## config.mk

```make
export PLATFORM = sky130hd
export DESIGN_NAME = pc_flag_unit_flat
export DESIGN_NICKNAME = d
export VERILOG_FILES = /design/src/rtl/pc_flag_unit_pkg.sv /design/src/rtl/pc_flag_unit_if.sv /design/src/rtl/pc_flag_unit_cond.sv /design/src/rtl/pc_flag_unit.sv /design/src/flat_wrapper.sv
export SDC_FILE = /design/constraint.sdc
export NUM_CORES = 1
export LEC_CHECK = 0
export CAP_MARGIN = 20
export CORE_MARGIN = 2
export CORE_UTILIZATION = 45
export CTS_CLUSTER_DIAMETER = 200
export DETAILED_ROUTE_END_ITERATION = 16
export PLACE_DENSITY = 0.83
export SLEW_MARGIN = 40
export SYNTH_ARGS = -nofsm -noshare
export SYNTH_HDL_FRONTEND = slang
export SYNTH_SLANG_ARGS = --single-unit
```

## constraint.sdc

```tcl
create_clock -name clk -period 5.99 [get_ports clk]
set_input_delay 1.198 -clock clk [delete_from_list [all_inputs] [get_ports clk]]
set_output_delay 1.198 -clock clk [all_outputs]
set_load 0.01 [all_outputs]
```

## src/rtl/pc_flag_unit_pkg.sv

```systemverilog
// Shared definitions for the PC/flag stage: branch condition codes, flag bit
// positions inside the {Z,C,S,V} flag word, FSM state and branch target select.
package kgp_branch_pkg;

  localparam logic [3:0] CC_NEVER = 4'b0000;
  localparam logic [3:0] CC_B     = 4'b0001;
  localparam logic [3:0] CC_BR    = 4'b0010;
  localparam logic [3:0] CC_BLTZ  = 4'b0011;
  localparam logic [3:0] CC_BZ    = 4'b0100;
  localparam logic [3:0] CC_BNZ   = 4'b0101;
  localparam logic [3:0] CC_BCY   = 4'b0110;
  localparam logic [3:0] CC_BNCY  = 4'b0111;
  localparam logic [3:0] CC_BS    = 4'b1000;
  localparam logic [3:0] CC_BNS   = 4'b1001;
  localparam logic [3:0] CC_BV    = 4'b1010;
  localparam logic [3:0] CC_BNV   = 4'b1011;
  localparam logic [3:0] CC_CALL  = 4'b1100;

  localparam int FLAG_Z = 3;
  localparam int FLAG_C = 2;
  localparam int FLAG_S = 1;
  localparam int FLAG_V = 0;

  typedef enum logic {
    ST_RUN   = 1'b0,
    ST_FLUSH = 1'b1
  } state_t;

  typedef enum logic {
    TGT_IMM = 1'b0,
    TGT_ALU = 1'b1
  } target_sel_t;

endpackage

```

## src/rtl/pc_flag_unit_if.sv

```systemverilog
// Bundle between the PC/flag stage and its neighbours (ALU, decode, fetch).
//   slave  : the pc_flag_unit side (consumes ALU/branch inputs, drives pc/flags/etc.)
//   master : the surrounding datapath / testbench side
interface pc_flag_unit_if #(
  parameter int PC_WIDTH = 32
);
  logic                en;
  logic                flags_we;
  logic                zero_flag_in;
  logic                carry_flag_in;
  logic                sign_flag_in;
  logic                overflow_flag_in;
  logic [PC_WIDTH-1:0] alu_result;
  logic                br_valid;
  logic [3:0]          br_cond;
  logic [PC_WIDTH-1:0] br_target;

  logic [PC_WIDTH-1:0] pc;
  logic [3:0]          flags;
  logic                branch_taken;
  logic                flush;
  logic                link_valid;
  logic [PC_WIDTH-1:0] link_addr;

  modport master (
    output en, flags_we, zero_flag_in, carry_flag_in, sign_flag_in,
           overflow_flag_in, alu_result, br_valid, br_cond, br_target,
    input  pc, flags, branch_taken, flush, link_valid, link_addr
  );

  modport slave (
    input  en, flags_we, zero_flag_in, carry_flag_in, sign_flag_in,
           overflow_flag_in, alu_result, br_valid, br_cond, br_target,
    output pc, flags, branch_taken, flush, link_valid, link_addr
  );
endinterface

```

## src/rtl/pc_flag_unit_cond.sv

```systemverilog
// branch_cond_eval: purely combinational branch condition evaluation.
//   i_cond       : 4-bit condition code
//   i_flags      : effective {Z,C,S,V} (already forwarded if applicable)
//   i_alu_result : ALU result, tested directly by bltz/bz/bnz
//   o_taken      : condition holds (br_valid gating is done by the caller)
//   o_target_sel : TGT_ALU for register-indirect br, TGT_IMM otherwise
module branch_cond_eval
  import kgp_branch_pkg::*;
#(
  parameter int W = 32
) (
  input  logic [3:0]   i_cond,
  input  logic [3:0]   i_flags,
  input  logic [W-1:0] i_alu_result,
  output logic         o_taken,
  output target_sel_t  o_target_sel
);

  always_comb begin
    o_taken      = 1'b0;
    o_target_sel = TGT_IMM;
    case (i_cond)
      CC_B:    o_taken = 1'b1;
      CC_BR: begin
        o_taken      = 1'b1;
        o_target_sel = TGT_ALU;
      end
      CC_BLTZ: o_taken = i_alu_result[W-1];
      CC_BZ:   o_taken = (i_alu_result == '0);
      CC_BNZ:  o_taken = (i_alu_result != '0);
      CC_BCY:  o_taken = i_flags[FLAG_C];
      CC_BNCY: o_taken = ~i_flags[FLAG_C];
      CC_BS:   o_taken = i_flags[FLAG_S];
      CC_BNS:  o_taken = ~i_flags[FLAG_S];
      CC_BV:   o_taken = i_flags[FLAG_V];
      CC_BNV:  o_taken = ~i_flags[FLAG_V];
      CC_CALL: o_taken = 1'b1;
      default: o_taken = 1'b0;
    endcase
  end

endmodule

```

## src/rtl/pc_flag_unit.sv

```systemverilog
// pc_flag_unit: PC and flag register stage behind the ALU. Latches ALU flags,
// resolves branches, redirects the PC and raises a one-cycle flush so fetch
// drops the wrong-path instruction. Calls also produce a link address.
//   clk, rst : clock, synchronous active-high reset
//   bus      : pc_flag_unit_if.slave (stall/flag/branch inputs; pc, flags,
//              branch_taken, flush, link_valid, link_addr outputs, all registered)
//
// state    | meaning
// ST_RUN   | normal sequencing, branches are evaluated
// ST_FLUSH | wrong-path slot after a taken branch; br_valid ignored
module pc_flag_unit
  import kgp_branch_pkg::*;
#(
  parameter int                  PC_WIDTH = 32,
  parameter logic [PC_WIDTH-1:0] RESET_PC = '0
) (
  input  logic          clk,
  input  logic          rst,
  pc_flag_unit_if.slave bus
);

  state_t              r_state, w_state_next;
  logic [PC_WIDTH-1:0] r_pc, w_pc_next, w_pc_plus4, w_target;
  logic [PC_WIDTH-1:0] r_link_addr;
  logic [3:0]          r_flags, w_flags_in, w_flags_eff;
  logic                r_branch_taken, r_flush, r_link_valid;
  logic                w_cond_taken, w_take, w_is_call;
  target_sel_t         w_target_sel;

  assign w_flags_in  = {bus.zero_flag_in, bus.carry_flag_in,
                        bus.sign_flag_in, bus.overflow_flag_in};
  // Forward the incoming flags so a compare and its branch can share a cycle.
  assign w_flags_eff = bus.flags_we ? w_flags_in : r_flags;
  assign w_pc_plus4  = r_pc + PC_WIDTH'(4);
  assign w_is_call   = (bus.br_cond == CC_CALL);

  branch_cond_eval #(.W(PC_WIDTH)) u_cond (
    .i_cond       (bus.br_cond),
    .i_flags      (w_flags_eff),
    .i_alu_result (bus.alu_result),
    .o_taken      (w_cond_taken),
    .o_target_sel (w_target_sel)
  );

  assign w_target = (w_target_sel == TGT_ALU) ? bus.alu_result : bus.br_target;

  always_ff @(posedge clk) begin
    if (rst) r_state <= ST_RUN;
    else     r_state <= w_state_next;
  end

  always_comb begin
    w_state_next = r_state;
    w_pc_next    = r_pc;
    w_take       = 1'b0;
    case (r_state)
      ST_RUN: begin
        if (bus.en) begin
          if (bus.br_valid && w_cond_taken) begin
            w_take       = 1'b1;
            w_pc_next    = w_target;
            w_state_next = ST_FLUSH;
          end else begin
            w_pc_next = w_pc_plus4;
          end
        end
      end
      ST_FLUSH: begin
        if (bus.en) begin
          w_pc_next    = w_pc_plus4;
          w_state_next = ST_RUN;
        end
      end
      default: w_state_next = ST_RUN;
    endcase
  end

  always_ff @(posedge clk) begin
    if (rst) begin
      r_pc           <= RESET_PC;
      r_flags        <= 4'b0000;
      r_branch_taken <= 1'b0;
      r_flush        <= 1'b0;
      r_link_valid   <= 1'b0;
      r_link_addr    <= '0;
    end else begin
      r_pc <= w_pc_next;
      if (bus.en && bus.flags_we) r_flags <= w_flags_in;
      // Pulses drop after one cycle even during a stall.
      r_branch_taken <= w_take;
      r_link_valid   <= w_take && w_is_call;
      if (w_take && w_is_call) r_link_addr <= w_pc_plus4;
      // Tracks the state so flush stays high while FLUSH is stalled.
      r_flush <= (w_state_next == ST_FLUSH);
    end
  end

  assign bus.pc           = r_pc;
  assign bus.flags        = r_flags;
  assign bus.branch_taken = r_branch_taken;
  assign bus.flush        = r_flush;
  assign bus.link_valid   = r_link_valid;
  assign bus.link_addr    = r_link_addr;

endmodule

```

## src/flat_wrapper.sv

```systemverilog
// flat-port wrapper written by rule: the top's interface ports become plain ports
module pc_flag_unit_flat import kgp_branch_pkg::*;
#(
  parameter int                  PC_WIDTH = 32,
  parameter logic [PC_WIDTH-1:0] RESET_PC = '0
)
  (clk, rst, bus_en, bus_flags_we, bus_zero_flag_in, bus_carry_flag_in, bus_sign_flag_in, bus_overflow_flag_in, bus_alu_result, bus_br_valid, bus_br_cond, bus_br_target, bus_pc, bus_flags, bus_branch_taken, bus_flush, bus_link_valid, bus_link_addr);
  pc_flag_unit_if #(.PC_WIDTH(PC_WIDTH)) bus_i ();
  input  logic clk;
  input  logic rst;
  input wire logic [$bits(bus_i.en)-1:0] bus_en;
  input wire logic [$bits(bus_i.flags_we)-1:0] bus_flags_we;
  input wire logic [$bits(bus_i.zero_flag_in)-1:0] bus_zero_flag_in;
  input wire logic [$bits(bus_i.carry_flag_in)-1:0] bus_carry_flag_in;
  input wire logic [$bits(bus_i.sign_flag_in)-1:0] bus_sign_flag_in;
  input wire logic [$bits(bus_i.overflow_flag_in)-1:0] bus_overflow_flag_in;
  input wire logic [$bits(bus_i.alu_result)-1:0] bus_alu_result;
  input wire logic [$bits(bus_i.br_valid)-1:0] bus_br_valid;
  input wire logic [$bits(bus_i.br_cond)-1:0] bus_br_cond;
  input wire logic [$bits(bus_i.br_target)-1:0] bus_br_target;
  output wire logic [$bits(bus_i.pc)-1:0] bus_pc;
  output wire logic [$bits(bus_i.flags)-1:0] bus_flags;
  output wire logic [$bits(bus_i.branch_taken)-1:0] bus_branch_taken;
  output wire logic [$bits(bus_i.flush)-1:0] bus_flush;
  output wire logic [$bits(bus_i.link_valid)-1:0] bus_link_valid;
  output wire logic [$bits(bus_i.link_addr)-1:0] bus_link_addr;
  assign bus_i.en = bus_en;
  assign bus_i.flags_we = bus_flags_we;
  assign bus_i.zero_flag_in = bus_zero_flag_in;
  assign bus_i.carry_flag_in = bus_carry_flag_in;
  assign bus_i.sign_flag_in = bus_sign_flag_in;
  assign bus_i.overflow_flag_in = bus_overflow_flag_in;
  assign bus_i.alu_result = bus_alu_result;
  assign bus_i.br_valid = bus_br_valid;
  assign bus_i.br_cond = bus_br_cond;
  assign bus_i.br_target = bus_br_target;
  assign bus_pc = bus_i.pc;
  assign bus_flags = bus_i.flags;
  assign bus_branch_taken = bus_i.branch_taken;
  assign bus_flush = bus_i.flush;
  assign bus_link_valid = bus_i.link_valid;
  assign bus_link_addr = bus_i.link_addr;
  pc_flag_unit #(.PC_WIDTH(PC_WIDTH), .RESET_PC(RESET_PC)) u_core (.clk(clk), .rst(rst), .bus(bus_i));
endmodule
```

======== Yosys cells after proc, flatten, opt, wreduce, memory -nomap -nowiden ========
Cells that the tools add are included.
W data, S select, Z words.
operators by class
  bitwise gates (word level) .............. 4
  add/subtract/negate cells ............... 1
  multiplexer cells ....................... 13
  equality and inequality tests ........... 14
  reduce and logical (&&, ||, !) cells .... 7
operators by type and width
  operator                 number
  $mux W32                 4
  $pmux W32 S2             1
  $add A32 B3 Y32 const B  1
  $logic_not A32 Y1        1
  $reduce_bool A32 Y1      1
  $eq A4 B4 Y1 const B     5
  $eq A4 B3 Y1 const B     4
  $pmux W1 S10             1
  $eq A4 B2 Y1 const B     2
  $mux W1                  5
  $eq A4 B1 Y1 const B     1
  $ne A2 B2 Y1 const B     2
  $not A1 Y1               4
  $logic_and A1 B1 Y1      3
  $mux W3                  1
  $reduce_or A3 Y1         1
  $pmux W1 S2              1
  $reduce_and A2 Y1        1
word-level totals
  register bits ........................... 71
  word-level logic and storage cells ...... 45
  input port bits ......................... 77

======== Logic depth before layout (Yosys ltp) ========
Gate-level depths: netlist (run 1).
  word-level depth ........................ 8
  gate-level depth with buffers ........... 9
  gate-level depth less buffers ........... 7

======== By module ========
A second synthesis (run 1) with hierarchy kept.
second synthesis, totals
  cells, all modules ...................... 550
  area total of the unflattened synthesis .. 4297.9 µm²
by module, submodules not included
  module            seq. area each (µm²)  times used  cells each  area each (µm²)
  pc_flag_unit      1421.4                1           521         4091.4
  branch_cond_eval  0.0                   1           29          206.4

======== Worst setup path before layout (run 1) ========
OpenSTA, ideal clock, no wires.
  path type ............................... in2reg
  from .................................... input bus_br_cond[3]
  to ...................................... register u_core.r_pc[0] (netlist: u_core.bus.pc[0])
  library setup time ...................... 0.142 ns
  data required time ...................... 5.848 ns
  stages on the path ...................... 8
  arrival ................................. 2.908 ns
  setup slack ............................. 2.939 ns
  cell sequence ........................... clkbuf_1 > nor3b_1 > inv_1 > or4_1 > and4_1 > clkbuf_1 > nor2_1 > a311oi_1
on the way
  cells in the longest elaborated chain, start to end .. 7
  elaborated cells on any way between the ends .. 20
  those cells by class .................... eq/ne: 12; mux: 6; reduce/logical: 2
RTL lines
  what                                        RTL line                 text
  start, declared                             flat_wrapper.sv:19       input wire logic [$bits(bus_i.br_cond)-1:0] bus_br_cond;
  $eq A4 B2 Y1, or another cell as far along  pc_flag_unit_cond.sv:22  case (i_cond)
  $reduce_or A3 Y1 (no line)                  -
  $pmux W1 S10                                pc_flag_unit_cond.sv:22
  $logic_and A1 B1 Y1                         pc_flag_unit.sv:59       if (bus.br_valid && w_cond_taken) begin
  $mux W32 *                                  pc_flag_unit.sv:59
  $mux W32 *                                  pc_flag_unit.sv:58       if (bus.en) begin
  $pmux W32 S2 *                              pc_flag_unit.sv:56       case (r_state)
  end signal, assigned                        pc_flag_unit.sv:87       r_pc <= w_pc_next;
  end, declared                               pc_flag_unit.sv:23       logic [PC_WIDTH-1:0] r_pc, w_pc_next, w_pc_plus4, w_target;
Mark *: on every way between the ends. The rest lies on a longest branch, timed or not. The select of a mux whose other input is x is not followed.
A chain may end at the register's enable or synchronous reset.

======== Worst setup path after layout (run 1) ========
  from .................................... input bus_alu_result[0]
  to ...................................... register u_core.r_pc[30] (netlist: u_core.bus.pc[30])
on the way
  cells in the longest elaborated chain, start to end .. 6
  elaborated cells on any way between the ends .. 7
  those cells by class .................... mux: 4; reduce/logical: 3
RTL lines
  what                                                      RTL line                                          text
  start, declared                                           flat_wrapper.sv:17                                input wire logic [$bits(bus_i.alu_result)-1:0] bus_alu_result;
  $reduce_bool A32 Y1 or $logic_not A32 Y1 (tied branches)  pc_flag_unit_cond.sv:30, pc_flag_unit_cond.sv:29
  $pmux W1 S10 *                                            pc_flag_unit_cond.sv:22
  $logic_and A1 B1 Y1 *                                     pc_flag_unit.sv:59
  $mux W32 *                                                pc_flag_unit.sv:59
  $mux W32 *                                                pc_flag_unit.sv:58
  $pmux W32 S2 *                                            pc_flag_unit.sv:56
Marks and branches as above.

==> reports/results.txt, run 1 <==
Vias in the first global route = 4325
Setup TNS = 0 ns
Sw Pwr = 0.333 mW
Largest net degree at the start of global routing = 58
Post-Syn Area = 4270 um^2
Crit-path max FO = 24
Mapped Nets = 617
Max Slew Vio Count = 0
Crit. End Element = flip-flop
Status = finished, final reports clean
DRC = 0
Worst Path Required = 6.19 ns
Sequential area share after synthesis = 33.3%
Final Cell Area = 5990 um^2
Part of the power in the clock network = 37.3%
Die area = 10300 um^2
Max Freq = 259 MHz
Cells after Synth = 539
Post_cts resized = 0
Ant diodes = 0
Fill count = 794
Tcrit/Tclk final = 64.5%
Final hold vios = 0
Initial antenna violation count = 0
WL final = 13800 um
Vias/cell = 5.94
FF+latch count, synth = 71
Buffers on Ports = 147
H-tree depth = 3
Netlist cell types = 55
I/O pin count = 148
Share of power burned in registers = 43.2%
Worst setup skew after layout = 0.0129 ns
Number of iterations in the first detailed-routing pass = 6
Worst setup path class = input pin to flip-flop
Tmin final = 3.86 ns
Layout Cells excl Fill = 789
Horiz. Die Dim = 101 um
Dpl cell area = 5750 um^2
Root Buffer = clkbuf_8
Peak supply drop = 0.0000912 V
Leakage power = 1.86 nW
Setup-failing EPs final = 0
Worst skew pair latency = 0.35 ns
Site Rows = 35
GR Util All Layers = 26.7%
PwrDens = 199 nW/um^2
Buffer count from post-CTS setup fixing = 0
Routability Congestion = 0.862
Slew HR = 48.7%
Area Growth Syn to Fin = 40.3%
Clock Sinks = 71
Most common cell after layout, fill and taps aside = clkdlybuf4s50_1
DRT antenna net count = 0
Placed insts = 772
Initial core utilization = 46.2%
Buffers and inverters on the worst path = 1
Primary FF master, synth = dfxtp_1
First-pass GRT wire length = 21800 um
Cts bufs inserted = 9
Max incr delay on CP = 0.54 ns
Commonest non-fill, non-tap cells in the layout = clkdlybuf4s50_1 (146), nor2_1 (80), dfxtp_1 (71)
CP Cell Sequence = clkdlybuf4s50_1, nor4_1, nand4_1, or4_1, and4_2, nor2_1, a311oi_1
Actual transition at the worst max-transition pin = 0.762 ns
Share of cells above drive strength 1 = 7.88%
EDFF count, synth = 0
CTS max path bufs = 2
Nets@finish = 733
Global route overflow = 0
RSZ-0062 raised after global routing = false
DR iter-0 viols = 456
CTS tree = built
Net Sw Frac = 27.9%
Hold Crit Class = flip-flop to flip-flop
Combinational Power Share = 19.6%
Pint = 0.862 mW
Detailed placement HPWL = 9980 um
Synth warnings = 0
Synthesized area per cell = 7.93 um^2
CP delay by family, top = simple AND/OR/NAND/NOR gates
Via count = 4688
Die span in y = 101 um
Max-cap viol count = 0
WL/cell = 17.5 um
Crit-path slowest cell = nor2_1
Core Box Area = 9240 um^2
Asr flop ratio synth = 0%
CP startpoint kind = input pin
Clock-pin slew on the worst setup and hold paths = 0.08 ns
CP arrival = 4.06 ns
Reg2Reg Setup Slack = 3.32 ns
Post-CTS Hold Buffers = 0
[cell usage after synthesis, types with 2 or more instances]
library cell / n / area (um^2)
mux2_2: 16 / 180
clkbuf_1: 35 / 131
buf_6: 2 / 22.5
xnor2_1: 14 / 123
o21a_1: 3 / 22.5
nand4_1: 26 / 163
nor3b_1: 5 / 37.5
nor4_1: 17 / 106
o311ai_0: 2 / 17.5
a21oi_1: 10 / 50.1
o22ai_1: 18 / 113
o311ai_1: 2 / 17.5
inv_1: 3 / 11.3
mux2i_1: 21 / 210
xor2_1: 4 / 35.0
nor2_1: 80 / 300
o211ai_1: 5 / 37.5
and2_1: 12 / 75.1
dfxtp_1: 71 / 1420
nor2b_1: 10 / 62.6
and3_1: 4 / 25.0
nand3_1: 19 / 95.1
a31oi_1: 19 / 119
or4_1: 3 / 22.5
buf_4: 2 / 15.0
o31ai_1: 3 / 22.5
a311oi_1: 3 / 26.3
nor3_1: 19 / 95.1
a32oi_1: 5 / 43.8
and4_1: 2 / 17.5
nand3b_1: 4 / 30.0
buf_2: 11 / 55.1
a221oi_1: 4 / 35.0
nand2_1: 37 / 139
a211oi_1: 28 / 210
[final cells by class]
cell class | instances | area, um^2 | share of cell area (%)
Multi-Input combinational cell | 413 | 2630 | 43.9
Timing Repair Buffer | 156 | 1530 | 25.6
Sequential cell | 71 | 1420 | 23.7
Tap cell | 129 | 161 | 2.69
Clock buffer | 11 | 151 | 2.53
Clock inverter | 5 | 80.1 | 1.34
Inverter | 4 | 15.0 | 0.251
[layer usage]
layer  global-route usage (%)  part of all wire [%]  vias up  wire length [um]
li1                         -                     -     2249                 -
met1                     35.5                    44     2208              6050
met2                     42.2                    47      208              6480
met3                     6.76                   7.4       23              1030
met4                     9.15                   1.9        0               268
met5                        0                     0        -                 0
[sequential cells by signal, summed over array words and instances, names as in the netlist]
name / flops
u_core.bus.link_addr: 32
u_core.bus.flags: 4
u_core.r_state: 1
u_core.bus.branch_taken: 1
u_core.bus.pc: 32
u_core.bus.link_valid: 1
[final timing paths]
path | start | to | cells past startpoint
worst max-delay path | bus_alu_result[0] | u_core.bus.pc[30]$_SDFFE_PP0P_ | 7
worst min-delay path | u_core.bus.flags[3]$_SDFFE_PP0P_ | u_core.bus.flags[3]$_SDFFE_PP0P_ | 2
worst max register to register | u_core.bus.pc[4]$_SDFFE_PP0P_ | u_core.bus.pc[27]$_SDFFE_PP0P_ | 6
worst min register to register | u_core.bus.flags[3]$_SDFFE_PP0P_ | u_core.bus.flags[3]$_SDFFE_PP0P_ | 2
[power groups by stage]
| stage | clock network, mW | registers (mW) | logic [mW] |
|---|---|---|---|
| floorplan | 0 | 0.523 | 0.110 |
| global placement | 0 | 0.525 | 0.224 |
| detailed placement | 0 | 0.526 | 0.228 |
| CTS | 0.444 | 0.515 | 0.230 |
| global route | 0.468 | 0.519 | 0.249 |
| finish | 0.445 | 0.516 | 0.234 |
[worst min-delay path: stages (launching register included)]
cell and delay [ns]:
dfxtp_1 0.32, nand2_1 0.05, a21oi_1 0.05
[cells by family after synthesis]
logic type,share of synthesized area (%)
XOR/XNOR,3.69
multiplexers,9.14
adder cells (fa/ha/maj),0.293
AO/OA/AOI/OAI,18.6
flip-flops,33.3
buffers and inverters,5.68
AND/OR/NAND/NOR,29.3
[stage by stage]
step | worst slack, ns | power, mW | hold WS [ns] | utilization [%]
2_1_floorplan | 2.94 | 0.633 | 0.481 | -
3_3_place_gp | 1.77 | 0.749 | 0.455 | 62.2
3_5_place_dp | 1.91 | 0.755 | 0.452 | 62.3
4_1_cts | 2.22 | 1.19 | 0.467 | 64.8
5_1_grt | 1.97 | 1.24 | 0.493 | 64.8
6_report | 2.13 | 1.19 | 0.470 | 64.8
Note: power is estimated with default switching activity, not from simulation.
==> inputs of run 2 (changes only) <==
--- a/config.mk
+++ b/config.mk
@@ -7,10 +7,10 @@
 export LEC_CHECK = 0
 export CAP_MARGIN = 20
 export CORE_MARGIN = 2
-export CORE_UTILIZATION = 45
+export CORE_UTILIZATION = 42
 export CTS_CLUSTER_DIAMETER = 200
 export DETAILED_ROUTE_END_ITERATION = 16
-export PLACE_DENSITY = 0.83
+export PLACE_DENSITY = 0.81
 export SLEW_MARGIN = 40
 export SYNTH_ARGS = -nofsm -noshare
 export SYNTH_HDL_FRONTEND = slang
==> constraint.sdc (replaced) <==
create_clock -name clk -period 3.46 [get_ports clk]
set_input_delay 0.692 -clock clk [delete_from_list [all_inputs] [get_ports clk]]
set_output_delay 0.692 -clock clk [all_outputs]
set_load 0.01 [all_outputs]
==> run 2 against run 1 <==
- clock skew rose by 0.00084 ns
- critical path depth grew 1
- first-iteration DRC count is 7.7% lower
- flip-flop and latch count is the same
- largest power group unchanged
- via count up 2.4%
- sequential power up 73%
- non-clock buffer count increased by 7
- cell count increased by 1.4%
==> reports/results.txt, run 2 (synthesis results as in run 1) <==
Worst skew pair latency = 0.36 ns (about the same)
DP Worst Slack = 0.126 ns (-1.78 ns)
Layout Cells excl Fill = 800 (+1.4%)
Via count = 4802 (+2.4%)
Area Growth Syn to Fin = 42.7%
Vias in the first global route = 4508 (+4.2%)
Die span in y = 105 um (+3.4%)
Worst setup path class = input pin to flip-flop
Actual transition at the worst max-transition pin = 0.766 ns (+0.00370 ns)
Global route overflow = 0 (unchanged)
Tmin final = 2.92 ns
Clock Sinks = 71 (unchanged)
DR iter-0 viols = 421 (-7.7%)
Worst setup skew after layout = 0.0137 ns (+0.000845 ns)
Register area = 1420 um^2 (unchanged)
DRC = 0 (unchanged)
Ant diodes = 0 (unchanged)
Max Slew Vio Count = 0 (unchanged)
WL/cell = 17.9 um (+2.3%)
Die area = 11000 um^2 (+6.9%)
Final Cell Area = 6100 um^2 (+1.7%)
Final hold vios = 0 (unchanged)
Initial core utilization = 43.5% (-2.7 points)
Setup-failing EPs final = 0 (unchanged)
Hold Startpoint = u_core.bus.flags[3]$_SDFFE_PP0P_
PwrDens = 353 nW/um^2 (+77%)
Slew HR = 48.5% (-0.25 points)
R2R Path Start = u_core.bus.pc[4]$_SDFFE_PP0P_
Reg2Reg Setup Slack = 0.82 ns (-2.50 ns)
Worst hold slack = 0.474 ns (+0.00397 ns)
CTS tree = built
Most common cell after layout, fill and taps aside = clkdlybuf4s50_1
Max-cap viol count = 0 (unchanged)
Post_cts resized = 0 (unchanged)
Worst Path Required = 3.69 ns (-2.50 ns)
Tcrit/Tclk final = 84.5%
RSZ-0062 raised after global routing = false
CP arrival = 3.16 ns (-0.90 ns)
Share of cells above drive strength 1 = 8.70% (+0.82 points)
Cts bufs inserted = 9 (unchanged)
Detailed placement HPWL = 10600 um (+6.3%)
Area occupied by multi-input gates = 2630 um^2 (about the same)
Horiz. Die Dim = 105 um (+3.4%)
Commonest non-fill, non-tap cells in the layout = clkdlybuf4s50_1 (146), nor2_1 (80), dfxtp_1 (71)
H-tree depth = 3 (unchanged)
Nets@finish = 740 (+0.95%)
Placed insts = 784 (+1.6%)
DRT antenna net count = 0 (unchanged)
Post-CTS Hold Buffers = 0 (unchanged)
Root Buffer = clkbuf_8
Crit-path max FO = 3 (-88%)
Status = finished, final reports clean
Leakage power = 1.92 nW (+3.0%)
Site Rows = 36 (+2.9%)
I/O pin count = 148 (unchanged)
First-pass GRT wire length = 22800 um (+4.6%)
Reg2reg end = u_core.bus.link_addr[25]$_SDFFE_PP0P_
Max Freq = 342 MHz
Core Box Area = 9820 um^2 (+6.3%)
GR Util All Layers = 25.6% (-1.1 points)
Dpl cell area = 5840 um^2 (+1.5%)
Crit. End Element = flip-flop
Buffer count from post-CTS setup fixing = 0 (unchanged)
Clock-pin slew on the worst setup and hold paths = 0.09 ns (about the same)
End of the worst hold path = u_core.bus.flags[3]$_SDFFE_PP0P_
Worst setup margin = 0.537 ns (-1.59 ns)
Buffers on Ports = 147 (unchanged)
CP startpoint kind = input pin
Routability Congestion = 0.878 (+1.8%)
Vias/cell = 6.00 (+1.0%)
Reg2Reg Depth = 6 (unchanged)
Largest net degree at the start of global routing = 62 (+6.9%)
Fill count = 905 (+14%)
CTS max path bufs = 2 (unchanged)
Hold Path Cell Cnt = 2 (unchanged)
WL final = 14300 um (+3.7%)
Hold Crit Class = flip-flop to flip-flop
Number of iterations in the first detailed-routing pass = 5 (-1)
Setup TNS = 0 ns (unchanged)
Initial antenna violation count = 0 (unchanged)
Peak supply drop = 0.000162 V (+77%)
-- run 2: power by group --
| group | internal [mW] | switching (mW) |
|---|---|---|
| Clock | 0.504 | 0.342 |
| Sequential | 0.845 | 0.0492 |
| Combinational | 0.210 | 0.203 |
-- run 2: how the worst max path moves through the flow --
stage                                  from                        endpoint  cells past startpoint
after global routing      bus_alu_result[6]  u_core.bus.pc[29]$_SDFFE_PP0P_                      8
after global placement    bus_alu_result[0]   u_core.bus.pc[3]$_SDFFE_PP0P_                      7
after floorplan              bus_br_cond[3]   u_core.bus.pc[0]$_SDFFE_PP0P_                      8
final                     bus_alu_result[6]   u_core.bus.pc[3]$_SDFFE_PP0P_                      8
after CTS                 bus_alu_result[1]   u_core.bus.pc[3]$_SDFFE_PP0P_                      7
after detailed placement  bus_alu_result[1]   u_core.bus.pc[3]$_SDFFE_PP0P_                      7
-- run 2: area by class of cell --
type                            count  area share (%)
Multi-Input combinational cell    413            43.1
Sequential cell                    71            23.3
Clock inverter                      6            1.91
Inverter                            4           0.246
Tap cell                          133            2.73
Timing Repair Buffer              163            26.4
Clock buffer                       10            2.26
-- run 2: metrics by stage --
stage	power, mW	util [%]
2_1_floorplan	1.10	-
3_3_place_gp	1.31	59.5
3_5_place_dp	1.32	59.5
4_1_cts	2.15	62.1
5_1_grt	2.23	62.1
6_report	2.15	62.1
-- run 2: metal layers --
| layer | routed length, um | track usage, % | vias up |
|---|---|---|---|
| li1 | - | - | 2264 |
| met1 | 6070 | 34.1 | 2256 |
| met2 | 6730 | 41.6 | 254 |
| met3 | 1260 | 5.18 | 28 |
| met4 | 289 | 8.48 | 0 |
| met5 | 0 | 0 | - |
-- run 2: critical path, stage by stage --
cell             delay, ns
clkdlybuf4s50_1       0.42
nor4_1                0.37
buf_4                 0.18
nand4_1               0.16
or4_1                 0.47
and4_1                0.22
a2111oi_0             0.53
o31ai_1               0.11
==> inputs of run 3 (changes only) <==
--- a/config.mk
+++ b/config.mk
@@ -7,10 +7,10 @@
 export LEC_CHECK = 0
 export CAP_MARGIN = 20
 export CORE_MARGIN = 2
-export CORE_UTILIZATION = 42
+export CORE_UTILIZATION = 45
 export CTS_CLUSTER_DIAMETER = 200
 export DETAILED_ROUTE_END_ITERATION = 16
-export PLACE_DENSITY = 0.81
+export PLACE_DENSITY = 0.83
 export SLEW_MARGIN = 40
 export SYNTH_ARGS = -nofsm -noshare
 export SYNTH_HDL_FRONTEND = slang
==> constraint.sdc (replaced) <==
create_clock -name clk -period 2.95 [get_ports clk]
set_input_delay 0.59 -clock clk [delete_from_list [all_inputs] [get_ports clk]]
set_output_delay 0.59 -clock clk [all_outputs]
set_load 0.01 [all_outputs]
==> run 3 against run 2 <==
- routed wire length shrank 1.6%
- die area shrank 6.4%
- global-route usage grew 1.7 points
- total power grew 14%
- via count shrank 0.79%
- setup slack lost 0.40 ns
- clock power grew 5.7%
- register-to-register slack lost 0.40 ns
==> reports/results.txt, run 3 (synthesis results as in run 1) <==
Initial antenna violation count = 0 (unchanged)
Commonest non-fill, non-tap cells in the layout = clkdlybuf4s50_1 (146), nor2_1 (80), dfxtp_1 (71)
Vias in the first global route = 4435 (-1.6%)
Max-cap viol count = 0 (unchanged)
Leakage power = 2.00 nW (+4.2%)
End of the worst hold path = u_core.bus.flags[3]$_SDFFE_PP0P_
Slew HR = 52.9% (+4.4 points)
Layout Cells excl Fill = 816 (+2.0%)
Part of the power in the clock network = 36.4% (-2.9 points)
Worst skew pair latency = 0.35 ns (about the same)
Setup-failing EPs final = 0 (unchanged)
Final hold vios = 0 (unchanged)
Placed insts = 800 (+2.0%)
Buffers on Ports = 147 (unchanged)
CTS max path bufs = 2 (unchanged)
Worst setup path class = input pin to flip-flop
Hold Startpoint = u_core.bus.flags[3]$_SDFFE_PP0P_
CP startpoint kind = input pin
Pint = 1.76 mW (+13%)
Reg2Reg Depth = 7 (+1)
Tmin final = 2.81 ns
Share of power burned in registers = 42.7% (+1.2 points)
Initial core utilization = 46.2% (+2.7 points)
Dpl cell area = 5990 um^2 (+2.5%)
PwrDens = 395 nW/um^2 (+12%)
Max Freq = 355 MHz
Reg2Reg Setup Slack = 0.42 ns (-0.40 ns)
Peak supply drop = 0.000191 V (+18%)
Hold Path Cell Cnt = 2 (unchanged)
DRT antenna net count = 0 (unchanged)
Die area = 10300 um^2 (-6.4%)
Horiz. Die Dim = 101 um (-3.3%)
Reg2reg end = u_core.bus.pc[26]$_SDFFE_PP0P_
Max incr delay on CP = 0.52 ns (about the same)
Clock-pin slew on the worst setup and hold paths = 0.08 ns (about the same)
Via count = 4764 (-0.79%)
Status = finished, final reports clean
RSZ-0062 raised after global routing = false
Ant diodes = 0 (unchanged)
DRC = 0 (unchanged)
Net Sw Frac = 28.3% (+0.69 points)
Largest net degree at the start of global routing = 58 (-6.5%)
Worst Path Required = 3.22 ns (-0.47 ns)
WL/cell = 17.3 um (-3.5%)
Area Growth Syn to Fin = 45.4%
Clock Sinks = 71 (unchanged)
Nets@finish = 760 (+2.7%)
Core Box Area = 9240 um^2 (-5.9%)
Post_cts resized = 0 (unchanged)
CP Cell Sequence = clkdlybuf4s50_1, nor4_1, nand4_1, or4_1, nand4_1, buf_4, nand4_1, a31oi_1
Critical path origin = bus_alu_result[1]
Crit. End Element = flip-flop
Vias/cell = 5.84 (-2.7%)
Share of cells above drive strength 1 = 11.2% (+2.5 points)
CP arrival = 3.08 ns (-0.08 ns)
Site Rows = 35 (-2.8%)
Hold Crit Class = flip-flop to flip-flop
Routability Congestion = 0.918 (+4.6%)
CTS tree = built
Cts bufs inserted = 9 (unchanged)
Sw Pwr = 0.693 mW (+17%)
Area occupied by multi-input gates = 2630 um^2 (unchanged)
WL final = 14100 um (-1.6%)
R2R Path Start = u_core.bus.pc[2]$_SDFFE_PP0P_
Die span in y = 101 um (-3.3%)
Most common cell after layout, fill and taps aside = clkdlybuf4s50_1
Actual transition at the worst max-transition pin = 0.700 ns (-0.0653 ns)
Buffer count from post-CTS setup fixing = 0 (unchanged)
Crit-path max FO = 18 (+15)
Register area = 1420 um^2 (unchanged)
Post-CTS Hold Buffers = 0 (unchanged)
GR Util All Layers = 27.4% (+1.7 points)
Global route overflow = 0 (unchanged)
Detailed placement HPWL = 10500 um (-0.85%)
Final Cell Area = 6210 um^2 (+1.9%)
I/O pin count = 148 (unchanged)
H-tree depth = 3 (unchanged)
First-pass GRT wire length = 22300 um (-2.1%)
Fill count = 782 (-14%)
Worst setup skew after layout = 0.0133 ns (-0.000432 ns)
Tcrit/Tclk final = 95.4%
Max Slew Vio Count = 0 (unchanged)
Number of iterations in the first detailed-routing pass = 5 (unchanged)
Combinational Power Share = 20.8% (+1.6 points)
DR iter-0 viols = 432 (+2.6%)
Crit-path slowest cell = nor4_1
Root Buffer = clkbuf_8
CP most frequent cell = nand4_1
==> run 3: worst max path at each step <==
stage,end,cells after the start
finish,u_core.bus.pc[15]$_SDFFE_PP0P_,8
global route,u_core.bus.pc[17]$_SDFFE_PP0P_,8
CTS,u_core.bus.pc[15]$_SDFFE_PP0P_,8
detailed placement,u_core.bus.pc[17]$_SDFFE_PP0P_,8
global placement,u_core.bus.pc[15]$_SDFFE_PP0P_,8
floorplan,u_core.bus.pc[0]$_SDFFE_PP0P_,8
==> run 3: power by group through the flow <==
stage                     combinational [mW]  sequential, mW  clock [mW]
after floorplan                        0.223            1.06           0
after global placement                 0.495            1.07           0
after detailed placement               0.502            1.07           0
after CTS                              0.504            1.05       0.895
after global routing                   0.546            1.05       0.936
final                                  0.510            1.05       0.893
==> run 3: final cells by class <==
type	count	share of cell area, %
repair buffers	183	28.4
multi-input cells	413	42.3
clock buffers	11	2.28
flip-flops and latches	71	22.9
inverters	4	0.242
well taps	129	2.60
clock inverters	5	1.31
==> run 3: layer usage <==
| layer | vias up | track usage [%] | part of all wire [%] |
|---|---|---|---|
| met1 | 2189 | 36.7 | 43 |
| met5 | - | 0 | 0 |
| met2 | 248 | 45.3 | 47 |
| li1 | 2303 | - | - |
| met4 | 0 | 8.94 | 2.0 |
| met3 | 24 | 4.07 | 7.7 |
==> run 3: critical path: cells and delay by family <==
family | cells | cell delay, ns
AO/OA/AOI/OAI | 1 | 0.18
AND/OR/NAND/NOR | 5 | 1.58
buffers and inverters | 2 | 0.71
==> run 3: metrics by stage <==
stage          utilization, %  power, mW  setup WS [ns]  hold WS [ns]  TNS [ns]
6_report                 67.2       2.45          0.136         0.479         0
2_1_floorplan               -       1.29          0.507         0.481         0
4_1_cts                  67.2       2.45          0.148         0.480         0
3_5_place_dp             64.8       1.57         -0.204         0.465     -5.76
5_1_grt                  67.2       2.54         0.0155         0.513         0
3_3_place_gp             64.8       1.56         -0.168         0.454     -4.78
